--- src/rtl/alu_pkg.sv ---
// Shared opcodes, flag bit positions and the command record for the ALU issue stage.
package alu_pkg;

    localparam logic [3:0] ALU_ADD    = 4'h0;
    localparam logic [3:0] ALU_SUB    = 4'h1;
    localparam logic [3:0] ALU_AND    = 4'h2;
    localparam logic [3:0] ALU_OR     = 4'h3;
    localparam logic [3:0] ALU_XOR    = 4'h4;
    localparam logic [3:0] ALU_SHL    = 4'h5;
    localparam logic [3:0] ALU_SHR    = 4'h6;
    localparam logic [3:0] ALU_ASR    = 4'h7;
    localparam logic [3:0] ALU_MUL    = 4'h8;
    localparam logic [3:0] ALU_OP_MAX = 4'h8;

    localparam int FLG_Z = 0;
    localparam int FLG_C = 1;
    localparam int FLG_V = 2;
    localparam int FLG_N = 3;

    // Tag field width of a stored command; the stage's TAG_W must match it.
    localparam int CMD_TAG_W = 4;

    typedef struct packed {
        logic [7:0]           a;
        logic [7:0]           b;
        logic [3:0]           op;
        logic [CMD_TAG_W-1:0] tag;
    } alu_cmd_t;

endpackage

--- src/rtl/alu_issue_stage_if.sv ---
// Command, ALU-side and result/status signals of the issue stage; slave is the stage itself.
interface alu_issue_if #(
    parameter int TAG_W = 4,
    parameter int CNT_W = 8
);
    logic             in_valid;
    logic             in_ready;
    logic [7:0]       in_a;
    logic [7:0]       in_b;
    logic [3:0]       in_op;
    logic [TAG_W-1:0] in_tag;
    logic [7:0]       alu_a;
    logic [7:0]       alu_b;
    logic [3:0]       alu_op;
    logic [7:0]       alu_result;
    logic [3:0]       alu_flags;
    logic             out_valid;
    logic             out_ready;
    logic [7:0]       out_result;
    logic [3:0]       out_flags;
    logic             out_illegal;
    logic [TAG_W-1:0] out_tag;
    logic             clr_sticky;
    logic             sticky_carry;
    logic             sticky_ovf;
    logic [CNT_W-1:0] illegal_cnt;

    modport slave (
        input  in_valid, in_a, in_b, in_op, in_tag, alu_result, alu_flags, out_ready, clr_sticky,
        output in_ready, alu_a, alu_b, alu_op, out_valid, out_result, out_flags, out_illegal,
               out_tag, sticky_carry, sticky_ovf, illegal_cnt
    );

    modport master (
        output in_valid, in_a, in_b, in_op, in_tag, alu_result, alu_flags, out_ready, clr_sticky,
        input  in_ready, alu_a, alu_b, alu_op, out_valid, out_result, out_flags, out_illegal,
               out_tag, sticky_carry, sticky_ovf, illegal_cnt
    );
endinterface

--- src/rtl/alu_cmd_fifo.sv ---
// Synchronous FIFO of ALU commands; head is all-zero whenever the FIFO is empty.
module alu_cmd_fifo
    import alu_pkg::*;
#(
    parameter int DEPTH = 4
) (
    input  logic     clk,
    input  logic     rst_n,
    input  logic     push,
    input  logic     pop,
    input  alu_cmd_t wdata,
    output alu_cmd_t head,
    output logic     full,
    output logic     empty
);
    localparam int AW = $clog2(DEPTH);

    alu_cmd_t        mem [DEPTH];
    logic [AW-1:0]   rd_ptr;
    logic [AW-1:0]   wr_ptr;
    logic [AW:0]     count;
    logic            do_push;
    logic            do_pop;

    assign full    = (count == (AW+1)'(DEPTH));
    assign empty   = (count == '0);
    assign do_push = push && !full;
    assign do_pop  = pop && !empty;
    assign head    = empty ? '0 : mem[rd_ptr];

    // Pointers wrap naturally at DEPTH, which is a power of two.
    always_ff @(posedge clk or negedge rst_n) begin
        if (!rst_n) begin
            rd_ptr <= '0;
            wr_ptr <= '0;
            count  <= '0;
        end else begin
            if (do_push) wr_ptr <= wr_ptr + 1'b1;
            if (do_pop)  rd_ptr <= rd_ptr + 1'b1;
            case ({do_push, do_pop})
                2'b10:   count <= count + 1'b1;
                2'b01:   count <= count - 1'b1;
                default: count <= count;
            endcase
        end
    end

    always_ff @(posedge clk) begin
        if (do_push) mem[wr_ptr] <= wdata;
    end
endmodule

--- src/rtl/alu_issue_stage.sv ---
// Issue stage for the 8-bit ALU: queues commands, feeds the ALU from the FIFO head,
// registers the result with valid/ready and keeps sticky carry/overflow and illegal-op status.
module alu_issue_stage
    import alu_pkg::*;
#(
    parameter int DEPTH = 4,
    parameter int TAG_W = CMD_TAG_W,
    parameter int CNT_W = 8
) (
    input logic clk,
    input logic rst_n,
    alu_issue_if.slave bus
);
    alu_cmd_t         wr_cmd;
    alu_cmd_t         head;
    logic             full;
    logic             empty;
    logic             push;
    logic             issue;
    logic             head_illegal;

    logic             out_valid_q;
    logic [7:0]       out_result_q;
    logic [3:0]       out_flags_q;
    logic             out_illegal_q;
    logic [TAG_W-1:0] out_tag_q;
    logic             sticky_carry_q;
    logic             sticky_ovf_q;
    logic [CNT_W-1:0] illegal_cnt_q;

    assign wr_cmd.a   = bus.in_a;
    assign wr_cmd.b   = bus.in_b;
    assign wr_cmd.op  = bus.in_op;
    assign wr_cmd.tag = bus.in_tag;

    // in_ready looks only at occupancy, so a full FIFO refuses even when popping.
    assign bus.in_ready = !full;
    assign push         = bus.in_valid && !full;
    assign issue        = !empty && (!out_valid_q || bus.out_ready);
    assign head_illegal = (head.op > ALU_OP_MAX);

    alu_cmd_fifo #(.DEPTH(DEPTH)) u_fifo (
        .clk   (clk),
        .rst_n (rst_n),
        .push  (push),
        .pop   (issue),
        .wdata (wr_cmd),
        .head  (head),
        .full  (full),
        .empty (empty)
    );

    assign bus.alu_a  = head.a;
    assign bus.alu_b  = head.b;
    assign bus.alu_op = head.op;

    always_ff @(posedge clk or negedge rst_n) begin
        if (!rst_n) begin
            out_valid_q   <= 1'b0;
            out_result_q  <= '0;
            out_flags_q   <= '0;
            out_illegal_q <= 1'b0;
            out_tag_q     <= '0;
        end else if (issue) begin
            out_valid_q   <= 1'b1;
            out_result_q  <= bus.alu_result;
            out_flags_q   <= bus.alu_flags;
            out_illegal_q <= head_illegal;
            out_tag_q     <= head.tag;
        end else if (out_valid_q && bus.out_ready) begin
            out_valid_q   <= 1'b0;
        end
    end

    // Status updates from a capture take priority over a simultaneous clear.
    always_ff @(posedge clk or negedge rst_n) begin
        if (!rst_n) begin
            sticky_carry_q <= 1'b0;
            sticky_ovf_q   <= 1'b0;
            illegal_cnt_q  <= '0;
        end else begin
            if (issue && bus.alu_flags[FLG_C]) sticky_carry_q <= 1'b1;
            else if (bus.clr_sticky)           sticky_carry_q <= 1'b0;

            if (issue && bus.alu_flags[FLG_V]) sticky_ovf_q <= 1'b1;
            else if (bus.clr_sticky)           sticky_ovf_q <= 1'b0;

            if (issue && head_illegal) begin
                if (illegal_cnt_q != '1) illegal_cnt_q <= illegal_cnt_q + 1'b1;
            end else if (bus.clr_sticky) begin
                illegal_cnt_q <= '0;
            end
        end
    end

    assign bus.out_valid    = out_valid_q;
    assign bus.out_result   = out_result_q;
    assign bus.out_flags    = out_flags_q;
    assign bus.out_illegal  = out_illegal_q;
    assign bus.out_tag      = out_tag_q;
    assign bus.sticky_carry = sticky_carry_q;
    assign bus.sticky_ovf   = sticky_ovf_q;
    assign bus.illegal_cnt  = illegal_cnt_q;
endmodule

--- src/flat_wrapper.sv ---
// flat-port wrapper written by rule: the top's interface ports become plain ports
module alu_issue_stage_flat import alu_pkg::*;
#(
    parameter int DEPTH = 4,
    parameter int TAG_W = CMD_TAG_W,
    parameter int CNT_W = 8
)
  (clk, rst_n, bus_in_valid, bus_in_a, bus_in_b, bus_in_op, bus_in_tag, bus_alu_result, bus_alu_flags, bus_out_ready, bus_clr_sticky, bus_in_ready, bus_alu_a, bus_alu_b, bus_alu_op, bus_out_valid, bus_out_result, bus_out_flags, bus_out_illegal, bus_out_tag, bus_sticky_carry, bus_sticky_ovf, bus_illegal_cnt);
  alu_issue_if #(.TAG_W(TAG_W), .CNT_W(CNT_W)) bus_i ();
  input logic clk;
  input logic rst_n;
  input wire logic [$bits(bus_i.in_valid)-1:0] bus_in_valid;
  input wire logic [$bits(bus_i.in_a)-1:0] bus_in_a;
  input wire logic [$bits(bus_i.in_b)-1:0] bus_in_b;
  input wire logic [$bits(bus_i.in_op)-1:0] bus_in_op;
  input wire logic [$bits(bus_i.in_tag)-1:0] bus_in_tag;
  input wire logic [$bits(bus_i.alu_result)-1:0] bus_alu_result;
  input wire logic [$bits(bus_i.alu_flags)-1:0] bus_alu_flags;
  input wire logic [$bits(bus_i.out_ready)-1:0] bus_out_ready;
  input wire logic [$bits(bus_i.clr_sticky)-1:0] bus_clr_sticky;
  output wire logic [$bits(bus_i.in_ready)-1:0] bus_in_ready;
  output wire logic [$bits(bus_i.alu_a)-1:0] bus_alu_a;
  output wire logic [$bits(bus_i.alu_b)-1:0] bus_alu_b;
  output wire logic [$bits(bus_i.alu_op)-1:0] bus_alu_op;
  output wire logic [$bits(bus_i.out_valid)-1:0] bus_out_valid;
  output wire logic [$bits(bus_i.out_result)-1:0] bus_out_result;
  output wire logic [$bits(bus_i.out_flags)-1:0] bus_out_flags;
  output wire logic [$bits(bus_i.out_illegal)-1:0] bus_out_illegal;
  output wire logic [$bits(bus_i.out_tag)-1:0] bus_out_tag;
  output wire logic [$bits(bus_i.sticky_carry)-1:0] bus_sticky_carry;
  output wire logic [$bits(bus_i.sticky_ovf)-1:0] bus_sticky_ovf;
  output wire logic [$bits(bus_i.illegal_cnt)-1:0] bus_illegal_cnt;
  assign bus_i.in_valid = bus_in_valid;
  assign bus_i.in_a = bus_in_a;
  assign bus_i.in_b = bus_in_b;
  assign bus_i.in_op = bus_in_op;
  assign bus_i.in_tag = bus_in_tag;
  assign bus_i.alu_result = bus_alu_result;
  assign bus_i.alu_flags = bus_alu_flags;
  assign bus_i.out_ready = bus_out_ready;
  assign bus_i.clr_sticky = bus_clr_sticky;
  assign bus_in_ready = bus_i.in_ready;
  assign bus_alu_a = bus_i.alu_a;
  assign bus_alu_b = bus_i.alu_b;
  assign bus_alu_op = bus_i.alu_op;
  assign bus_out_valid = bus_i.out_valid;
  assign bus_out_result = bus_i.out_result;
  assign bus_out_flags = bus_i.out_flags;
  assign bus_out_illegal = bus_i.out_illegal;
  assign bus_out_tag = bus_i.out_tag;
  assign bus_sticky_carry = bus_i.sticky_carry;
  assign bus_sticky_ovf = bus_i.sticky_ovf;
  assign bus_illegal_cnt = bus_i.illegal_cnt;
  alu_issue_stage #(.DEPTH(DEPTH), .TAG_W(TAG_W), .CNT_W(CNT_W)) u_core (.clk(clk), .rst_n(rst_n), .bus(bus_i));
endmodule
--- config.mk ---
export PLATFORM = sky130hd
export DESIGN_NAME = alu_issue_stage_flat
export DESIGN_NICKNAME = d
export VERILOG_FILES = /design/src/rtl/alu_pkg.sv /design/src/rtl/alu_issue_stage_if.sv /design/src/rtl/alu_cmd_fifo.sv /design/src/rtl/alu_issue_stage.sv /design/src/flat_wrapper.sv
export SDC_FILE = /design/constraint.sdc
export NUM_CORES = 1
export LEC_CHECK = 0
export ABC_AREA = 0
export BUFFER_PORTS_ARGS = -buffer_cell sky130_fd_sc_hd__clkbuf_2
export CAP_MARGIN = 0
export CELL_PAD_IN_SITES_DETAIL_PLACEMENT = 0
export CELL_PAD_IN_SITES_GLOBAL_PLACEMENT = 1
export CORE_ASPECT_RATIO = 0.5
export CORE_MARGIN = 5
export CORE_UTILIZATION = 37
export DETAILED_ROUTE_END_ITERATION = 10
export GPL_ROUTABILITY_DRIVEN = 0
export PLACE_DENSITY_LB_ADDON = 0.1
export SLEW_MARGIN = 20
export SYNTH_ARGS = -nofsm -noshare
export SYNTH_HDL_FRONTEND = slang
export SYNTH_SLANG_ARGS = --single-unit
--- constraint.sdc ---
create_clock -name clk -period 2.6 [get_ports clk]
set_input_delay 0.13 -clock clk [delete_from_list [all_inputs] [get_ports clk]]
set_output_delay 0.13 -clock clk [all_outputs]
set_load 0.1 [all_outputs]
==> run_results.csv <==
group,metric,value,unit
sta,worstMarginPinSlew,0.901,ns
sta,slew_headroom,39.9,%
logic_synthesis,yosys.area.top_type_share,53.3,%
logic_synthesis,yosys.cell_count.top_type,"edfxtp_1",
critical_path,r2r-end,"u_core.u_fifo.count[2]",
critical_path,crit_slowest_cell,"mux4_2",
layout,num_antenna_cells,0,
route,drt-pass1-iter-count,4,
critical_path,crit_chain,"buf_4 > mux4_2 > and2_1 > clkbuf_2",
logic_synthesis,ys_ff_latch,131,
sta,rsz0062_at_grt,"false",
critical_path,r2r_cells,10,
die,io_pins,90,
logic_synthesis,ys_warn_count,0,
layout,fin_nets,513,
route,wl_per_cell,17.3,um
die,coreArea,14400,um2
critical_path,r2r_slack,0.50,ns
logic_synthesis,synth_fp_nets,391,
critical_path,path_max_fanout,14,
die,rows,31,
critical_path,startpoint,"u_core.u_fifo.rd_ptr[0]",
cts,clkSlewWorstSetupHoldPaths,0.07,ns
cts,clockBufferDepth,2,
route,ant_nets,0,
route,routed_via_density,4.76,
grt,grt_pass1_wl,19200,um
route,wl,11700,um
logic_synthesis,post_synth_instance_area,5410,um2
critical_path,required,2.47,ns
sta,setup_violations,0,
min_path,hp-class,"input port to flop",
logic_synthesis,yosysTopAreaCell,"edfxtp_1",
cts,ctsHtreeMaxLevel,4,
logic_synthesis,synth-async-reset-ratio,26.7,%
grt,antenna_found_initial,0,
die,dieArea,17300,um2
grt,grtUsageTotal,14.5,%
outcome,status,"finished, final reports clean",
critical_path,crit_path_end_kind,"primary output",
die,die_y,95.5,um
cts,cts_tree,"built",
sta,finalHoldViolations,0,
logic_synthesis,synth_commonest_cells,"edfxtp_1 (96), nand2_1 (53), dfrtp_1 (35), mux4_2 (24), and2_1 (23)",
route,drt_iter0_markers,270,
die,start_util,37.6,%
grt,grt-ovfl-total,0,
route,drc_errors,0,
die,die_x,181,um
critical_path,worstReg2RegStart,"u_core.u_fifo.count[0]",
layout,drive_gt1_share,33.5,%
place,port_buffers,89,
sta,slew_viol_final,0,
logic_synthesis,avgSynthCellArea,15.8,um2
critical_path,crit_arrival,2.28,ns
sta,final.period_utilization,92.5,%
route,vias,3221,
cts,cts_setup_buffers,0,
grt,grt_max_degree,36,
logic_synthesis,ys_types,38,
sta,setup_tns,0,ns
job,drv_cap,0,
critical_path,slowest_delay,0.53,ns
logic_synthesis,seq_area_frac_synth,69.5,%
logic_synthesis,netlist_top_cells_area,"edfxtp_1 (53%), dfrtp_1 (16%), mux4_2 (10%), nand2_1 (3.7%), buf_4 (2.8%)",
sta,max_freq,416,MHz
critical_path,crit_type,"flop to primary output",
grt,grt_pass1_vias,3506,
layout,nFillCells,1276,
cts,clockRootBuffer,"clkbuf_16",
place,hpwl,7470,um
cts,cts_buffers,17,
sta,fin_crit,2.41,ns
critical_path,start_kind,"flop",
cts,cts_num_sinks,131,
sta,clock_skew,0.0121,ns
logic_synthesis,synth_ff_type,"edfxtp_1",
logic_synthesis,syn_inst,343,
layout,syn_to_final_growth,27.4,%
critical_path,endpoint,"bus_alu_a[1]",
logic_synthesis,synth_edf_count,96,
cts,clock_latency,0.41,ns
-- sequential cells by signal (all words and copies together), names as in the netlist --
signal	count
u_core.bus.out_tag	4
u_core.bus.out_flags	4
u_core.bus.sticky_carry	1
u_core.bus.out_illegal	1
u_core.u_fifo.mem	96
u_core.u_fifo.rd_ptr	2
u_core.u_fifo.count	3
u_core.u_fifo.wr_ptr	2
u_core.bus.sticky_ovf	1
u_core.bus.out_result	8
u_core.bus.illegal_cnt	8
u_core.bus.out_valid	1
-- per-layer routing --
layer  GRT usage (%)  wire, um
met1            19.1      5510
met2            23.2      5410
met3            4.69       670
met4            4.37        73
met5               0         0
-- cell type report --
| cell class | count | area (um2) | area share [%] |
|---|---|---|---|
| inverters | 11 | 41.3 | 0.600 |
| well taps | 198 | 248 | 3.60 |
| clock inverters | 14 | 119 | 1.73 |
| flip-flops and latches | 131 | 3760 | 54.6 |
| multi-input cells | 167 | 1390 | 20.2 |
| clock buffers | 18 | 429 | 6.23 |
| repair buffers | 137 | 898 | 13.0 |
-- through the flow --
| step | cell area (um2) | hold WS (ns) | cells | util [%] | setup slack (ns) |
|---|---|---|---|---|---|
| floorplan | 5410 | -0.166 | 343 | - | 0.101 |
| global placement | 5970 | 0.291 | 607 | 41.5 | 0.563 |
| detailed placement | 5970 | 0.319 | 607 | 41.5 | 0.514 |
| CTS | 6890 | 0.0263 | 676 | 47.8 | 0.139 |
| global route | 6890 | 0.0487 | 676 | 47.8 | 0.0333 |
| finish | 6890 | 0.0421 | 676 | 47.8 | 0.194 |
-- worst min path at each step --
| stage | startpoint | endpoint | slack [ns] | cells past startpoint |
|---|---|---|---|---|
| after floorplan | rst_n | u_core.bus.illegal_cnt[0] | -0.17 | 0 |
| after global routing | bus_clr_sticky | u_core.bus.illegal_cnt[0] | 0.05 | 2 |
| after CTS | bus_clr_sticky | u_core.bus.illegal_cnt[0] | 0.03 | 2 |
| after detailed placement | rst_n | u_core.bus.out_result[7] | 0.32 | 1 |
| after global placement | rst_n | u_core.bus.illegal_cnt[0] | 0.29 | 1 |
| final | bus_clr_sticky | u_core.bus.illegal_cnt[0] | 0.04 | 2 |
-- worst max-delay path, delay by kind of cell, from the launching register on --
kind | cells | cell delay (ns)
buffers and inverters | 2 | 0.69
multiplexers | 1 | 0.53
flip-flops | 1 | 0.45
AND/OR/NAND/NOR | 1 | 0.18
-- kinds of logic after synthesis --
logic type                 Yosys count  synth area share, %
and+or+nand+nor                    108                 9.58
AOI/OAI and AO/OA                   20                 2.89
xor gates and xnor gates             6                0.972
DFF                                131                 69.5
adders and majority gates            7                 1.76
muxes                               26                 10.4
buffers and inverters               45                 4.88
-- cells in the final DEF, fill, tap and decap left out, drive strengths merged, types with 3 or more instances in the layout --
| cell | Yosys | final |
|---|---|---|
| and3 | 6 | 6 |
| clkbuf | 6 | 107 |
| edfxtp | 96 | 96 |
| nand4 | 3 | 3 |
| a31oi | 5 | 5 |
| ha | 6 | 6 |
| mux4 | 24 | 24 |
| xnor2 | 4 | 4 |
| nand2 | 53 | 53 |
| dlygate4sd3 | 0 | 37 |
| a311oi | 4 | 4 |
| inv | 10 | 17 |
| o21ai | 3 | 3 |
| clkinvlp | 0 | 7 |
| buf | 28 | 11 |
| and2 | 23 | 23 |
| nor3 | 3 | 3 |
| nor2 | 6 | 6 |
| dfrtp | 35 | 35 |
| nand3 | 6 | 6 |
-- timing repair --
action                    in CTS  in global routing
resized for setup              0                  0
hold buffers                  37                  0
hold endpoints to repair     145                  0
Power is left out: the tool's default activity adds up to more than one toggle a clock period on the data nets, which glitch-free logic cannot reach.
